File: src/rtl/ladder_swap_ctrl_pkg.sv
// Shared state encoding and constants for the X25519 ladder swap initiator.
package ladder_swap_ctrl_pkg;

    localparam int WID_DEF   = 256;
    localparam int NBIT_DEF  = 255;
    localparam int IDXW_DEF  = 8;
    localparam int CSWAP_LAT = 3;

    // RFC 7748 clamp: clear bits 0..2 and 255, set bit 254
    localparam logic [255:0] CLAMP_AND = {1'b0, {252{1'b1}}, 3'b000};
    localparam logic [255:0] CLAMP_OR  = {2'b01, 254'd0};

    typedef enum logic [2:0] {
        S_IDLE,
        S_SWAP_REQ,
        S_SWAP_WAIT,
        S_STEP,
        S_FINAL_REQ,
        S_FINAL_WAIT,
        S_DONE
    } state_e;

endpackage

File: src/rtl/ladder_swap_ctrl.sv
// Constant-time cswap initiator for the X25519 Montgomery ladder.
// Define X25519_CLAMP_EN to clamp the scalar as it is latched.
module ladder_swap_ctrl
    import ladder_swap_ctrl_pkg::*;
#(
    parameter int WID  = WID_DEF,
    parameter int NBIT = NBIT_DEF,
    parameter int IDXW = IDXW_DEF
) (
    input  logic            clk,
    input  logic            rst,
    input  logic            start,
    input  logic [WID-1:0]  scalar,
    output logic            busy,
    output logic            done,
    output logic [IDXW-1:0] bit_idx,
    output logic            cs_swap,
    output logic            cs_en,
    input  logic            cs_vld,
    output logic            step_req,
    input  logic            step_done
);

    state_e          state_q, state_d;
    logic [WID-1:0]  k_q, k_d, k_in;
    logic [IDXW-1:0] idx_q, idx_d, idx_nxt;
    logic            prev_q, prev_d;
    logic            cs_swap_q, cs_swap_d;
    logic            cs_en_q, cs_en_d;
    logic            busy_q, busy_d;
    logic            done_q, done_d;
    logic            step_req_q, step_req_d;

`ifdef X25519_CLAMP_EN
    assign k_in = (scalar & CLAMP_AND[WID-1:0]) | CLAMP_OR[WID-1:0];
`else
    assign k_in = scalar;
`endif

    assign idx_nxt = idx_q - IDXW'(1);

    // Swap bit and prev are loaded on entry to a REQ state so cs_swap
    // is already valid in the cycle cs_en is high.
    always_comb begin
        state_d    = state_q;
        k_d        = k_q;
        idx_d      = idx_q;
        prev_d     = prev_q;
        cs_swap_d  = cs_swap_q;
        cs_en_d    = 1'b0;
        busy_d     = busy_q;
        done_d     = 1'b0;
        step_req_d = step_req_q;
        unique case (state_q)
            S_IDLE: begin
                if (start) begin
                    k_d       = k_in;
                    idx_d     = IDXW'(NBIT - 1);
                    prev_d    = k_in[NBIT-1];
                    cs_swap_d = k_in[NBIT-1];
                    cs_en_d   = 1'b1;
                    busy_d    = 1'b1;
                    state_d   = S_SWAP_REQ;
                end
            end
            S_SWAP_REQ: state_d = S_SWAP_WAIT;
            S_SWAP_WAIT: begin
                if (cs_vld) begin
                    step_req_d = 1'b1;
                    state_d    = S_STEP;
                end
            end
            S_STEP: begin
                if (step_done) begin
                    step_req_d = 1'b0;
                    cs_en_d    = 1'b1;
                    if (idx_q == '0) begin
                        cs_swap_d = prev_q;
                        state_d   = S_FINAL_REQ;
                    end else begin
                        idx_d     = idx_nxt;
                        prev_d    = k_q[idx_nxt];
                        cs_swap_d = k_q[idx_nxt] ^ prev_q;
                        state_d   = S_SWAP_REQ;
                    end
                end
            end
            S_FINAL_REQ: state_d = S_FINAL_WAIT;
            S_FINAL_WAIT: begin
                if (cs_vld) begin
                    done_d  = 1'b1;
                    state_d = S_DONE;
                end
            end
            S_DONE: begin
                busy_d  = 1'b0;
                state_d = S_IDLE;
            end
            default: state_d = S_IDLE;
        endcase
    end

    always_ff @(posedge clk) begin
        if (rst) begin
            state_q    <= S_IDLE;
            k_q        <= '0;
            idx_q      <= '0;
            prev_q     <= 1'b0;
            cs_swap_q  <= 1'b0;
            cs_en_q    <= 1'b0;
            busy_q     <= 1'b0;
            done_q     <= 1'b0;
            step_req_q <= 1'b0;
        end else begin
            state_q    <= state_d;
            k_q        <= k_d;
            idx_q      <= idx_d;
            prev_q     <= prev_d;
            cs_swap_q  <= cs_swap_d;
            cs_en_q    <= cs_en_d;
            busy_q     <= busy_d;
            done_q     <= done_d;
            step_req_q <= step_req_d;
        end
    end

    assign busy     = busy_q;
    assign done     = done_q;
    assign bit_idx  = idx_q;
    assign cs_swap  = cs_swap_q;
    assign cs_en    = cs_en_q;
    assign step_req = step_req_q;

endmodule

File: config.mk
export PLATFORM = sky130hd
export DESIGN_NAME = ladder_swap_ctrl
export DESIGN_NICKNAME = d
export VERILOG_FILES = /design/src/rtl/ladder_swap_ctrl_pkg.sv /design/src/rtl/ladder_swap_ctrl.sv
export SDC_FILE = /design/constraint.sdc
export NUM_CORES = 1
export LEC_CHECK = 0
export CAP_MARGIN = 40
export CORE_ASPECT_RATIO = 1.4
export CORE_UTILIZATION = 35
export CTS_CLUSTER_DIAMETER = 50
export DETAILED_ROUTE_END_ITERATION = 12
export GPL_ROUTABILITY_DRIVEN = 0
export PLACE_DENSITY = 0.6
export SLEW_MARGIN = 20
export SYNTH_ARGS = -nofsm -noshare
export SYNTH_HDL_FRONTEND = slang
export SYNTH_SLANG_ARGS = --single-unit
File: constraint.sdc
create_clock -name clk -period 3.35 [get_ports clk]
set_input_delay 0.67 -clock clk [delete_from_list [all_inputs] [get_ports clk]]
set_output_delay 0.67 -clock clk [all_outputs]
set_load 0.005 [all_outputs]
==> summary.txt <==
Outcome
  – Status: completed

Yosys
  – Flops & latches, synth: between 200 and 300
  – Xor/xnor share of the synthesized area: less than 1%
  – Yosys cell types: 61
  – Simple-gate share of the synthesized area: 20.7%
  – Post-synthesis mux area share: approximately 14%
  – Largest family of logic cells by synthesized area: simple AND/OR/NAND/NOR gates
  – Synthesis warning total: 0
  – Seq/Total Area, Yosys: between 40% and 50%
  – Cells after synthesis: between 1,000 and 1,500
  – Post-synth top flop: dfxtp_1
  – Syn avg cell area: between 8 and 9 um2
  – Compound-Gate Fraction of Synth Area: 14.1%
  – Adder-cell share of the synthesized area: less than 1%
  – Post-synth design cell area: approximately 12,000 um2
  – Post-synth EDFFs: 0
  – Async SR Flop Fraction: 0%
  – Syn Nets: 1,676

Placed design
  – IO Port Bufs: 273
  – Post-DP HPWL: around 25,000 um
  – Placed Cells: slightly above 2,000

Timing
  – Setup_tns: 0 ns
  – Slew headroom: just under 50%
  – Final setup violation count: 0
  – Period utilisation layout: 95.4%
  – Hold_ws: about 0.45 ns
  – Achievable Freq: between 300 and 400 MHz
  – Layout Skew: between 0.009 and 0.01 ns
  – Tmin final: between 3 and 4 ns
  – Final hold vios: 0
  – RSZ-0062 raised after global routing: false
  – Pins Over Slew Limit: 0
  – Worst Max-Slew Pin Slew: roughly 0.78 ns

Drt
  – WL/cell: 17.0 um
  – Via density: roughly 5
  – Final ANT Viol Nets: 0
  – Drt first pass iters: 5
  – Vias: between 10,000 and 15,000
  – DRT Wirelength: between 30,000 and 40,000 um
  – # DRC: 0
  – Starting DRT DRC Count: about 600

GRT
  – Vias in the first global route: between 10,000 and 15,000
  – Largest net degree at the start of global routing: about 160
  – Initial antenna violation count: 0
  – Grt ovf: 0
  – Global-route wire length before repair: approximately 56,000 um
  – Gr usage total: roughly 21%

Clock network
  – Clk buf depth: 3
  – CTS tree: yes
  – Root buffer cell: clkbuf_16
  – Sink Count: 273
  – Skew-Pair Late Insertion Delay: 0.54 ns
  – H-tree depth: 1
  – Clock-pin slew on the worst setup and hold paths: approximately 0.060 ns
  – Num CTS Buffers: 30

Final layout
  – Layout cell share with drive strength beyond 1: 9.70%
  – Nets: about 1,900
  – Diode count: 0
  – Area growth, synth to finish: 35.8%
  – Layout Cells excl Fill: 2,104

Setup path
  – CP Data Required Time: approximately 3.8 ns
  – Crit end category: flip-flop
  – CP Launch Type: flip-flop
  – CP Max Fanout: 6
  – WP data arrival: around 3.7 ns
  – Setup CP Type: reg2reg

Pwr
  – Sw Share: 29.5%
  – Seq pwr share: between 40% and 50%
  – Comb pwr share: between 20 and 25%
  – Pleak: 5.84 nW
  – Cell Pwr Density: around 570 nW/um2
  – Psw: roughly 0.0027 W
  – Cell internal pwr: 0.00654 W
  – Peak supply drop: around 0.0003 V
  – Power share of the clock group: 35.6%

Floorplanning
  – Starting Density: a little over a third
  – # rows: 79
  – CORE AREA: ~33,000 um2
  – IO Pins: between 200 and 300
  – Die ar.: approximately 35,000 um2
  – Die H: about 220 um
  – Die W: 158 um

Flow run
  – Max Cap Viol: 0

Worst hold path
  – HP Class: reg2reg
==> through the flow <==
stage | area, um2 | total power [W] | setup WS (ns) | utilization [%]
detailed placement | 15100 | 0.00603 | 0.0124 | 45.4
CTS | 16100 | 0.00933 | 0.00781 | 48.3
global route | 16100 | 0.00975 | 0.000378 | 48.5
floorplan | 11900 | 0.00511 | 0.0238 | -
finish | 16100 | 0.00927 | 0.155 | 48.5
global placement | 15100 | 0.00599 | 0.0567 | 45.4
==> state kept, by name (all words and copies together) (netlist names) <==
signal    count
step_req      1
done          1
bit_idx       8
cs_en         1
k_q         256
state_q       3
cs_swap       1
busy          1
prev_q        1
==> cell type report <==
type                    count  area, um2
fillers                  3266      17200
multi-input cells        1019       5960
flip-flops and latches    273       5470
repair buffers            308       3150
clock buffers              37        828
well taps                 445        557
clock inverters            17        163
inverters                   5       18.8
==> worst paths after layout <==
path / startpoint / to / slack [ns] / depth (start not counted)
max: bit_idx[0]$_SDFFE_PP0P_ / cs_swap$_SDFFE_PP0P_ / 0.16 / 11
min: k_q[167]$_SDFFE_PP0P_ / k_q[167]$_SDFFE_PP0P_ / 0.45 / 2
max reg2reg: bit_idx[0]$_SDFFE_PP0P_ / cs_swap$_SDFFE_PP0P_ / 0.16 / 11
min reg2reg: k_q[167]$_SDFFE_PP0P_ / k_q[167]$_SDFFE_PP0P_ / 0.45 / 2
==> cell usage after synthesis, drive strengths merged (3+ instances only) <==
cell type	count	area share, %
mux2i	23	1.9
a21oi	264	11
xnor2	4	0.29
a32o	8	0.67
dfxtp	273	46
nand3	8	0.34
a31oi	3	0.16
o21ai	8	0.34
nor2	20	0.63
buf	23	1.3
clkbuf	93	2.9
inv	5	0.16
nand2b	5	0.33
nand4	3	0.16
xor2	3	0.35
mux4	62	12
or2	3	0.16
nand2	551	17
a311oi	6	0.44
nor3	9	0.42
nor4	4	0.21
==> metal layers <==
layer  GRT usage, %  wire (um)
met3           2.40       1740
met1           24.4      14400
met2           38.0      18600
met5              0          0
met4           6.67        989
==> worst max-delay path, stage by stage (launching register included) <==
cell and delay (ns):
dfxtp_4 0.35, inv_2 0.09, ha_1 0.27, xor2_4 0.25, buf_12 0.16, mux4_1 0.55
mux2i_1 0.18, a222oi_1 0.11, a32o_1 0.29, a2111o_1 0.48, a31o_1 0.24, a31oi_1 0.14
==> power by group through the flow <==
stage	Combinational, W	Clock [W]	Sequential [W]
after global routing	0.00245	0.00352	0.00378
after global placement	0.00219	0	0.00380
final	0.00224	0.00330	0.00374
after floorplan	0.00137	0	0.00374
after detailed placement	0.00222	0	0.00381
after CTS	0.00223	0.00336	0.00374
==> repair_timing <==
item,4_1_cts,5_1_grt
setup endpoints to repair,2,2
resized for setup,1,3
buffers inserted,0,3
hold buffers,0,0
==> layout by cell type, fill, tap and decap left out, drive strengths merged, types with 2 or more instances in the layout <==
cell	instances
nand2b	5
dfxtp	273
nor3b	2
nand4	3
mux2i	23
nor3	9
inv	10
a21oi	264
xnor2	4
nor4	4
a222oi	2
buf	35
mux4	62
or3	2
ha	2
or4	2
a32o	8
and3	2
or2	3
o21ai	8
xor2	3
a31o	2
o22ai	2
clkdlybuf4s50	272
nand3	8
nand2	551
nor2	20
a311oi	6
o31ai	2
clkinv	8
clkbuf	38
a31oi	3
clkinvlp	2
bufinv	2
a2111oi	2
==> kinds of logic after synthesis <==
group	Yosys count
compound gates	307
xor+xnor	7
fa+ha+maj	2
buf+inv	121
flops	273
mux	86
simple gates	617
Power figures use the tool's default switching activity.
